`src/rtl/fetch_stage_pkg.sv`:
```
// Shared definitions for the fetch stage: next-PC select codes, default
// address map and the PC legality helper.
package fetch_stage_pkg;

   // Next-PC select codes driven by Decode; codes 4..7 behave as SEQ.
   typedef enum logic [2:0] {
      PCSEL_SEQ = 3'd0,
      PCSEL_BR  = 3'd1,
      PCSEL_J   = 3'd2,
      PCSEL_JR  = 3'd3
   } pc_sel_e;

   localparam logic [31:0] DEF_RESET_PC = 32'h0000_3000;
   localparam logic [31:0] DEF_IM_BASE  = 32'h0000_3000;
   localparam int          DEF_IM_AW    = 12;
   localparam logic [31:0] NOP          = 32'h0000_0000;

   // A PC is legal when word aligned and inside [base, base + 4*2^aw).
   // The upper limit is formed in 33 bits so a map ending at 4 GiB works.
   function automatic logic pc_is_legal(input logic [31:0] pc,
                                        input logic [31:0] base,
                                        input int          aw);
      logic [32:0] limit;
      limit = {1'b0, base} + (33'd4 << aw);
      return (pc[1:0] == 2'b00) &&
             (pc >= base) &&
             ({1'b0, pc} < limit);
   endfunction

endpackage

```
`src/rtl/fetch_stage_npc.sv`:
```
// Next-PC computation: sequential, PC-relative branch, region jump and
// register jump. Purely combinational; all sums wrap modulo 2^32.
module npc_unit
   import fetch_stage_pkg::*;
(
   input  logic [2:0]  pc_sel_i,
   input  logic [31:0] f_pc_i,
   input  logic [31:0] d_pc_i,
   input  logic [31:0] d_instr_i,
   input  logic [31:0] d_shift_i,
   input  logic [31:0] d_rs_i,
   output logic [31:0] npc_o
);

   logic [31:0] d_pc_plus4;

   assign d_pc_plus4 = d_pc_i + 32'd4;

   // Select the next fetch address; control targets are relative to the
   // instruction in D, so the delay-slot word in F is never skipped.
   always_comb begin
      npc_o = f_pc_i + 32'd4;
      case (pc_sel_i)
         PCSEL_BR: npc_o = d_pc_plus4 + d_shift_i;
         PCSEL_J:  npc_o = {d_pc_plus4[31:28], d_instr_i[25:0], 2'b00};
         PCSEL_JR: npc_o = d_rs_i;
         default:  npc_o = f_pc_i + 32'd4;
      endcase
   end

endmodule

```
`src/rtl/fetch_stage.sv`:
```
// Fetch stage: owns the architectural PC, drives the instruction-memory
// word index and loads the F/D register feeding Decode. Illegal PCs feed a
// nop into D and set a sticky fault flag without disturbing PC flow.
module fetch_stage
   import fetch_stage_pkg::*;
#(
   parameter logic [31:0] RESET_PC = DEF_RESET_PC,
   parameter logic [31:0] IM_BASE  = DEF_IM_BASE,
   parameter int          IM_AW    = DEF_IM_AW
)(
   input  logic             clk,
   input  logic             reset,
   input  logic             stall,
   input  logic [2:0]       PC_sel,
   input  logic [31:0]      D_Shift_out,
   input  logic [31:0]      D_rs_trans,
   output logic [IM_AW-1:0] im_addr,
   input  logic [31:0]      im_rdata,
   output logic [31:0]      F_PC,
   output logic [31:0]      out_D_PC,
   output logic [31:0]      out_D_instruction,
   output logic             D_valid,
   output logic             pc_fault
);

   logic [31:0] f_pc_q,     f_pc_d;
   logic [31:0] d_pc_q,     d_pc_d;
   logic [31:0] d_instr_q,  d_instr_d;
   logic        d_valid_q,  d_valid_d;
   logic        pc_fault_q, pc_fault_d;

   logic [31:0] npc;
   logic [31:0] pc_offset;
   logic        pc_legal;
   logic [31:0] fetched_word;

   npc_unit u_npc (
      .pc_sel_i  (PC_sel),
      .f_pc_i    (f_pc_q),
      .d_pc_i    (d_pc_q),
      .d_instr_i (d_instr_q),
      .d_shift_i (D_Shift_out),
      .d_rs_i    (D_rs_trans),
      .npc_o     (npc)
   );

   // Word index relative to the IM base; out-of-range PCs still produce an
   // index, but the fetched word is discarded below.
   assign pc_offset    = f_pc_q - IM_BASE;
   assign im_addr      = pc_offset[IM_AW+1:2];
   assign pc_legal     = pc_is_legal(f_pc_q, IM_BASE, IM_AW);
   assign fetched_word = pc_legal ? im_rdata : NOP;

   // Next-state: stall holds everything (PC_sel ignored), otherwise advance.
   always_comb begin
      f_pc_d     = f_pc_q;
      d_pc_d     = d_pc_q;
      d_instr_d  = d_instr_q;
      d_valid_d  = d_valid_q;
      pc_fault_d = pc_fault_q;
      if (!stall) begin
         f_pc_d     = npc;
         d_pc_d     = f_pc_q;
         d_instr_d  = fetched_word;
         d_valid_d  = pc_legal;
         pc_fault_d = pc_fault_q | ~pc_legal;
      end
   end

   // State registers; synchronous active-low reset beats stall and redirect.
   always_ff @(posedge clk) begin
      if (!reset) begin
         f_pc_q     <= RESET_PC;
         d_pc_q     <= 32'h0;
         d_instr_q  <= NOP;
         d_valid_q  <= 1'b0;
         pc_fault_q <= 1'b0;
      end else begin
         f_pc_q     <= f_pc_d;
         d_pc_q     <= d_pc_d;
         d_instr_q  <= d_instr_d;
         d_valid_q  <= d_valid_d;
         pc_fault_q <= pc_fault_d;
      end
   end

   assign F_PC              = f_pc_q;
   assign out_D_PC          = d_pc_q;
   assign out_D_instruction = d_instr_q;
   assign D_valid           = d_valid_q;
   assign pc_fault          = pc_fault_q;

endmodule

```
`config.mk`:
```
export PLATFORM = sky130hd
export DESIGN_NAME = fetch_stage
export DESIGN_NICKNAME = d
export VERILOG_FILES = /design/src/rtl/fetch_stage_pkg.sv /design/src/rtl/fetch_stage_npc.sv /design/src/rtl/fetch_stage.sv
export SDC_FILE = /design/constraint.sdc
export NUM_CORES = 1
export LEC_CHECK = 0
export ABC_AREA = 1
export CAP_MARGIN = 20
export CORE_MARGIN = 3
export CORE_UTILIZATION = 40
export CTS_CLUSTER_SIZE = 24
export DETAILED_ROUTE_END_ITERATION = 10
export PLACE_DENSITY = 0.7
export SYNTH_ARGS = -nofsm -noshare
export SYNTH_HDL_FRONTEND = slang
export SYNTH_HIERARCHICAL = 1
export SYNTH_SLANG_ARGS = --single-unit
```
`constraint.sdc`:
```
create_clock -name clk -period 2.8 [get_ports clk]
set_clock_uncertainty 0.05 [all_clocks]
set_input_delay 0.7 -clock clk [delete_from_list [all_inputs] [get_ports clk]]
set_output_delay 0.7 -clock clk [all_outputs]
set_load 0.01 [all_outputs]
```
==> out/results.tsv, run 1 <==
stage	metric	value	unit
timing	endpoints failing setup	16	
yosys	Mean Syn Cell Area	6.065	sq um
min_path	Hold Crit Endpoint	pc_fault$_SDFFE_PN0N_	
floorplan	starting density of the core	0.4138	
setup_path	Worst setup SP type	register	
yosys	ys flop type	dfxtp_1	
pwr	switching portion of total power	0.3631	
global_routing	Tot GR Track Use	0.2913	
detailed_routing	Detailed Route WL	35.12	mm
pwr	total power	4.758	mW
run_status	status	finished, violations left	
clock_tree	CTS Buf Count	9	
yosys	Post-synth ARST share	0	
detailed_routing	Antenna Nets Post-Route	0	
timing	Pins Over Slew Limit	0	
detailed_routing	drt first pass iters	6	
final_layout	ant diodes	0	
floorplan	die area	0.02228	sq mm
final_layout	final core area utilization	0.6677	
floorplan	row cnt	51	
timing	Worst Tran Pin Value	0.5947	ns
setup_path	reg-to-reg critical path endpoint	F_PC[31]$_SDFFE_PN0N_	
final_layout	non-filler cells, final	1973	
pwr	Reg power frac	0.332	
run_status	failing checks	negative setup slack	
yosys	Mapped Area	0.008212	sq mm
placed_design	Post-DP Area	0.01157	sq mm
setup_path	slowest cell on the critical path	dfxtp_4	
setup_path	critical path endpoint category	register	
detailed_routing	total number of vias	10410	
final_layout	fin area	0.01325	sq mm
yosys	Synth Net Count	1495	
setup_path	R2R Path Start	out_D_PC[6]$_SDFFE_PN0N_	
final_layout	synthesis-to-layout area growth	61.37	%
min_path	Hold Path Depth	2	
timing	final hold violation count	0	
floorplan	die height	149.3	microns
clock_tree	CTS H-tree lvls	3	
setup_path	Worst Reg-to-Reg Cells	21	
yosys	count leader, synth	nand2_1	
pwr	worst vdd ir	0.4406	mV
pwr	Comb power frac	0.373	
min_path	type of the worst min-delay path	reg -> reg	
min_path	min-delay src	pc_fault$_SDFFE_PN0N_	
flow_run	Max-Cap Viols	0	
timing	unrepaired setup endpoints after global routing	yes	
yosys	synthesized instance count	1354	
global_routing	vias in the first global route	9454	
final_layout	ratio of cells with drive above 1 in the final layout	0.2775	
yosys	Yosys reg bits	98	
placed_design	PortBufs	211	
setup_path	Reg2Reg Setup Slack	-0.20	ns
pwr	Internal	3.030	mW
setup_path	crit-path max FO	5	
setup_path	crit path cell chain	inv_4 -> nor3_4 -> nand4_1 -> nor2_2 -> nand3_1 -> xor2_1 -> inv_1 -> ha_4 -> nand2_4 -> nor2_2 -> nand2_1 -> nand2_1 -> nand2_1 -> nand2_2 -> inv_1 -> nand2_1 -> nand2_1 -> nand3_2 -> nand3_2 -> o21ai_2 -> nor2_1	
placed_design	RePlAce Congestion	0.9551	
detailed_routing	wire per inst	17.80	microns
timing	Sum Neg Setup Slack	-1.988	ns
detailed_routing	Via density	5.278	
yosys	largest cells by area after synthesis	dfxtp_1 (24%), nand2_1 (17%), nor2_1 (9.6%)	
yosys	Yosys top cell area share	0.2389	
timing	PnR worst setup slack	-0.1977	ns
pwr	PD cells	359.0	mW/mm^2
setup_path	Crit Path Class	reg -> reg	
detailed_routing	initial DRC count	1055	
clock_tree	clock-pin slew on the worst setup and hold paths	0.08	ns
final_layout	number of nets in the layout	1844	
setup_path	critical path's largest stage delay	0.39	ns
timing	Final period util	1.071	
clock_tree	CTS Hold Bufs	0	
clock_tree	clk_lat worst skew	0.37	ns
detailed_routing	DRC viols	0	
yosys	Synth top cells by count	nand2_1 (364), nor2_1 (210), inv_1 (141)	
global_routing	total grt overflow	0	
global_routing	initial antenna violation count	0	
timing	max_slew headroom	0.5994	
timing	Max Freq	333.6	MHz
pwr	Leak Pwr	5.910	nW
clock_tree	Clock Tree Buf Depth	2	
yosys	Synth warnings	6	
floorplan	CORE AREA	0.01985	sq mm
placed_design	Detail Placement HPWL	25.68	mm
setup_path	Worst Path Buf+Inv	3	
clock_tree	CTS tree	yes	
global_routing	largest net degree at the start of global routing	95	
yosys	EDFF count, synth	0	
yosys	sequential area share after synthesis	0.2389	
pwr	net switching power	1.728	mW
pwr	Clk pwr share	0.295	
placed_design	Placed Cells	1930	
floorplan	I/O pins	212	
setup_path	CP top delay family	simple AND/OR/NAND/NOR gates	
floorplan	Die X	149.3	microns
yosys	Synth area leader	dfxtp_1	
setup_path	Arrival @ worst endpoint	3.21	ns
timing	min Tclk post-route	2.998	ns
setup_path	WP data required	3.01	ns
clock_tree	total clock sinks	98	
global_routing	first-pass GRT wire length	51.00	mm
clock_tree	root buffer cell	clkbuf_16	
yosys	synth unique cells	47	
setup_path	Worst path most repeated cell	nand2_1	
power groups by stage:
stage / Combinational, mW / Sequential (mW) / Clock, mW
floorplan: 0.670 / 1.62 / 0
global placement: 1.43 / 1.60 / 0
detailed placement: 1.44 / 1.60 / 0
CTS: 1.54 / 1.58 / 1.40
global route: 1.91 / 1.59 / 1.46
finish: 1.78 / 1.58 / 1.40
cells by family (layout without fill, tap and decap cells):
kind of cell | Yosys count | after routing | synth area share
AOI/OAI and AO/OA | 176 | 176 | 0.1219
xor gates and xnor gates | 47 | 47 | 0.05013
adders and majority gates | 39 | 39 | 0.06034
buffers and inverters | 198 | 552 | 0.1027
DFF | 98 | 98 | 0.2389
and+or+nand+nor | 796 | 796 | 0.4260
cells in the final DEF, fill, tap and decap left out, types with 5 or more instances in the layout:
| cell | instances |
|---|---|
| o21ai_1 | 12 |
| o21ai_2 | 5 |
| inv_1 | 123 |
| nand2_1 | 295 |
| nor3_1 | 16 |
| nor3_2 | 6 |
| nand3_2 | 39 |
| dfxtp_4 | 7 |
| or2_2 | 8 |
| a22oi_1 | 28 |
| inv_2 | 19 |
| ha_4 | 17 |
| dfxtp_2 | 12 |
| a21oi_2 | 16 |
| dfxtp_1 | 79 |
| nand2_2 | 57 |
| nor2_2 | 19 |
| buf_6 | 11 |
| clkbuf_16 | 9 |
| nor2_4 | 26 |
| ha_1 | 18 |
| nand4_1 | 12 |
| nand3b_1 | 6 |
| xor2_1 | 27 |
| xnor2_1 | 16 |
| nor2_1 | 179 |
| o21ai_0 | 54 |
| buf_4 | 164 |
| buf_12 | 6 |
| a21oi_1 | 38 |
| clkdlybuf4s50_1 | 210 |
| nand3_1 | 95 |
| nand2_4 | 18 |
how the worst max path moves through the flow:
stage                                   from                    end  slack, ns  depth (start not counted)
finish              out_D_PC[6]$_SDFFE_PN0N_  F_PC[31]$_SDFFE_PN0N_      -0.20                         21
global route        out_D_PC[5]$_SDFFE_PN0N_  F_PC[29]$_SDFFE_PN0N_      -0.34                         19
CTS                 out_D_PC[7]$_SDFFE_PN0N_  F_PC[30]$_SDFFE_PN0N_      -0.16                         20
detailed placement  out_D_PC[2]$_SDFFE_PN0N_  F_PC[25]$_SDFFE_PN0N_      -0.30                         20
global placement              D_Shift_out[0]  F_PC[14]$_SDFFE_PN0N_      -0.23                         14
floorplan           out_D_PC[5]$_SDFFE_PN0N_  F_PC[20]$_SDFFE_PN0N_       0.04                         19
layer usage:
| metal | vias to the layer above | wire length (microns) | global-route usage |
|---|---|---|---|
| met3 | 68 | 2966 | 0.06442 |
| met4 | 0 | 1071 | 0.08330 |
| li1 | 5050 | - | - |
| met5 | - | 0 | 0 |
| met1 | 4810 | 15080 | 0.3980 |
| met2 | 485 | 16000 | 0.4630 |
state kept, by name, summed over array words and instances (netlist names):
name / flops
out_D_PC: 32
F_PC: 32
out_D_instruction: 32
pc_fault: 1
D_valid: 1
worst min-delay path, delay by kind of cell (launching register included):
kind,cells,cell delay [ns]
buffers and inverters,1,0.05
flip-flops,1,0.32
AO/OA/AOI/OAI,1,0.05
layout make-up:
cell class	count	area (sq um)
fill	1680	6594
multi-input combinational	1058	6470
timing repair buffer	392	3582
sequential	98	2003
inverter	144	545.5
tap	265	331.6
clock buffer	9	225.2
clock inverter	7	93.84
timing repair:
item,4_1_cts,5_1_grt
gates resized for setup,96,218
pin swaps,41,103
gates cloned,0,0
buffers inserted,12,15
endpoints found under the hold margin,0,0
endpoints found under the setup margin,23,25
metrics by stage:
stage / hold WS (ns) / setup slack [ns]
3_3_place_gp: 0.3891 / -0.2272
5_1_grt: 0.4325 / -0.3379
3_5_place_dp: 0.4001 / -0.3008
2_1_floorplan: 0.4240 / 0.04271
4_1_cts: 0.4164 / -0.1629
6_report: 0.4140 / -0.1977
No activity file was read; power rests on OpenSTA's default activity.
==> run 2, diff against run 1 <==
CORE_MARGIN = not set   (was 3)
clock period = 2.4 ns   (was 2.8 ns; I/O delays follow)
==> out/results.tsv, run 2 (synthesis results as in run 1) <==
stage	metric	value	unit
final_layout	fin area	0.01395	sq mm
final_layout	sequential cell area	0.002006	sq mm
floorplan	Die X	145.3	microns
global_routing	Tot GR Track Use	0.3110	
setup_path	Crit Path Class	reg -> reg	
detailed_routing	initial DRC count	926	
setup_path	CP top delay family	simple AND/OR/NAND/NOR gates	
final_layout	most frequent cells in the layout	nand2_1 (287), clkdlybuf4s50_1 (209), buf_4 (175)	
timing	final hold violation count	0	
pwr	Leak Pwr	6.169	nW
setup_path	Worst Path Buf+Inv	2	
timing	PnR worst setup slack	-0.7790	ns
clock_tree	CTS H-tree lvls	3	
placed_design	Placed Cells	1952	
placed_design	RePlAce Congestion	0.9220	
setup_path	critical path's largest stage delay	0.38	ns
global_routing	largest net degree at the start of global routing	81	
floorplan	die height	145.3	microns
detailed_routing	drt first pass iters	9	
placed_design	PortBufs	211	
final_layout	commonest non-fill, non-tap cell in the layout	nand2_1	
final_layout	non-filler cells, final	2012	
clock_tree	clock-pin slew on the worst setup and hold paths	0.08	ns
setup_path	critical path endpoint category	register	
detailed_routing	total number of vias	10790	
detailed_routing	wire per inst	17.86	microns
placed_design	Detail Placement HPWL	25.16	mm
clock_tree	clk_lat worst skew	0.37	ns
final_layout	number of nets in the layout	1878	
timing	max_slew headroom	0.6124	
clock_tree	root buffer cell	clkbuf_16	
clock_tree	CTS tree	yes	
clock_tree	CTS Buf Count	9	
final_layout	multi-input logic area	0.006790	sq mm
floorplan	CORE AREA	0.02017	sq mm
detailed_routing	Detailed Route WL	35.94	mm
setup_path	WP data required	2.60	ns
final_layout	synthesis-to-layout area growth	69.86	%
final_layout	ant diodes	0	
detailed_routing	DRC viols	1	
global_routing	vias in the first global route	9838	
setup_path	crit path cell chain	nand2_1 -> nor2_2 -> nand4_1 -> nor2_4 -> nand2_2 -> buf_4 -> buf_6 -> xnor2_4 -> ha_4 -> nand2_4 -> nor2_4 -> nand2_1 -> nor2_1 -> nand2_1 -> nand3_1 -> nand2_1 -> nand3_2 -> nand3_1 -> o21ai_0 -> nor2_1	
timing	Pins Over Slew Limit	0	
final_layout	ratio of cells with drive above 1 in the final layout	0.3100	
timing	Max Freq	314.6	MHz
timing	Final period util	1.325	
global_routing	first-pass GRT wire length	51.72	mm
pwr	worst vdd ir	0.3563	mV
floorplan	starting density of the core	0.4071	
timing	min Tclk post-route	3.179	ns
global_routing	total grt overflow	0	
setup_path	Worst setup SP type	register	
detailed_routing	Antenna Nets Post-Route	0	
floorplan	die area	0.02111	sq mm
run_status	status	finished, violations left	
timing	unrepaired setup endpoints after global routing	yes	
min_path	type of the worst min-delay path	reg -> reg	
setup_path	Arrival @ worst endpoint	3.38	ns
global_routing	initial antenna violation count	0	
final_layout	final core area utilization	0.6916	
setup_path	crit-path max FO	4	
clock_tree	total clock sinks	98	
flow_run	Max-Cap Viols	0	
detailed_routing	Via density	5.363	
floorplan	I/O pins	212	
clock_tree	Clock Tree Buf Depth	2	
floorplan	row cnt	52	
setup_path	slowest cell on the critical path	dfxtp_2	
setup_path	Worst path most repeated cell	nand2_1	
pwr	PD cells	416.3	mW/mm^2
run_status	failing checks	design-rule violations, negative setup slack	
placed_design	DP Worst Slack	-0.7143	ns
timing	Sum Neg Setup Slack	-12.79	ns
placed_design	Post-DP Area	0.01192	sq mm
final_layout	Fillers	1657	
timing	Worst Tran Pin Value	0.5753	ns
timing	endpoints failing setup	27	
clock_tree	CTS Hold Bufs	0	
-- run 2: layout make-up --
type | instances | share of cell area
repair buffers | 426 | 0.2821
multi-input cells | 1058 | 0.4868
clock inverters | 7 | 0.007625
well taps | 270 | 0.02422
inverters | 144 | 0.03929
clock buffers | 9 | 0.01615
flip-flops and latches | 98 | 0.1438
-- run 2: timing repair --
item / in CTS / in global routing
gates resized for setup: 168 / 180
pin swaps: 88 / 100
endpoints found under the setup margin: 28 / 28
buffers inserted: 25 / 21
-- run 2: per-stage QoR --
step	hold WS (ns)	total power, mW
after floorplan	0.4240	2.715
after global placement	0.3907	3.595
after detailed placement	0.3957	3.609
after CTS	0.4117	5.486
after global routing	0.4275	6.029
final	0.4076	5.807
-- run 2: worst paths after layout --
path	slack (ns)	to	start	cells past startpoint
hold / removal	0.41	pc_fault$_SDFFE_PN0N_	pc_fault$_SDFFE_PN0N_	2
setup reg to reg	-0.78	F_PC[25]$_SDFFE_PN0N_	out_D_PC[9]$_SDFFE_PN0N_	20
setup / recovery	-0.78	F_PC[25]$_SDFFE_PN0N_	out_D_PC[9]$_SDFFE_PN0N_	20
hold reg to reg	0.41	pc_fault$_SDFFE_PN0N_	pc_fault$_SDFFE_PN0N_	2
-- run 2: power by group --
| group | leakage (nW) | internal [mW] | switching [mW] |
|---|---|---|---|
| logic | 5.19 | 1.09 | 1.17 |
| registers | 0.812 | 1.70 | 0.132 |
| clock network | 0.164 | 0.938 | 0.773 |
-- run 2: routing by layer --
metal | track usage | wire [microns] | up-vias
li1 | - | - | 5123
met1 | 0.4100 | 14990 | 5002
met2 | 0.5089 | 16650 | 561
met3 | 0.05000 | 2995 | 105
met4 | 0.1158 | 1304 | 0
met5 | 0 | 0 | -
-- run 2: worst min-delay path, cell delays in order, from the launching register on --
cell	delay, ns
dfxtp_1	0.32
inv_1	0.05
a21oi_1	0.05
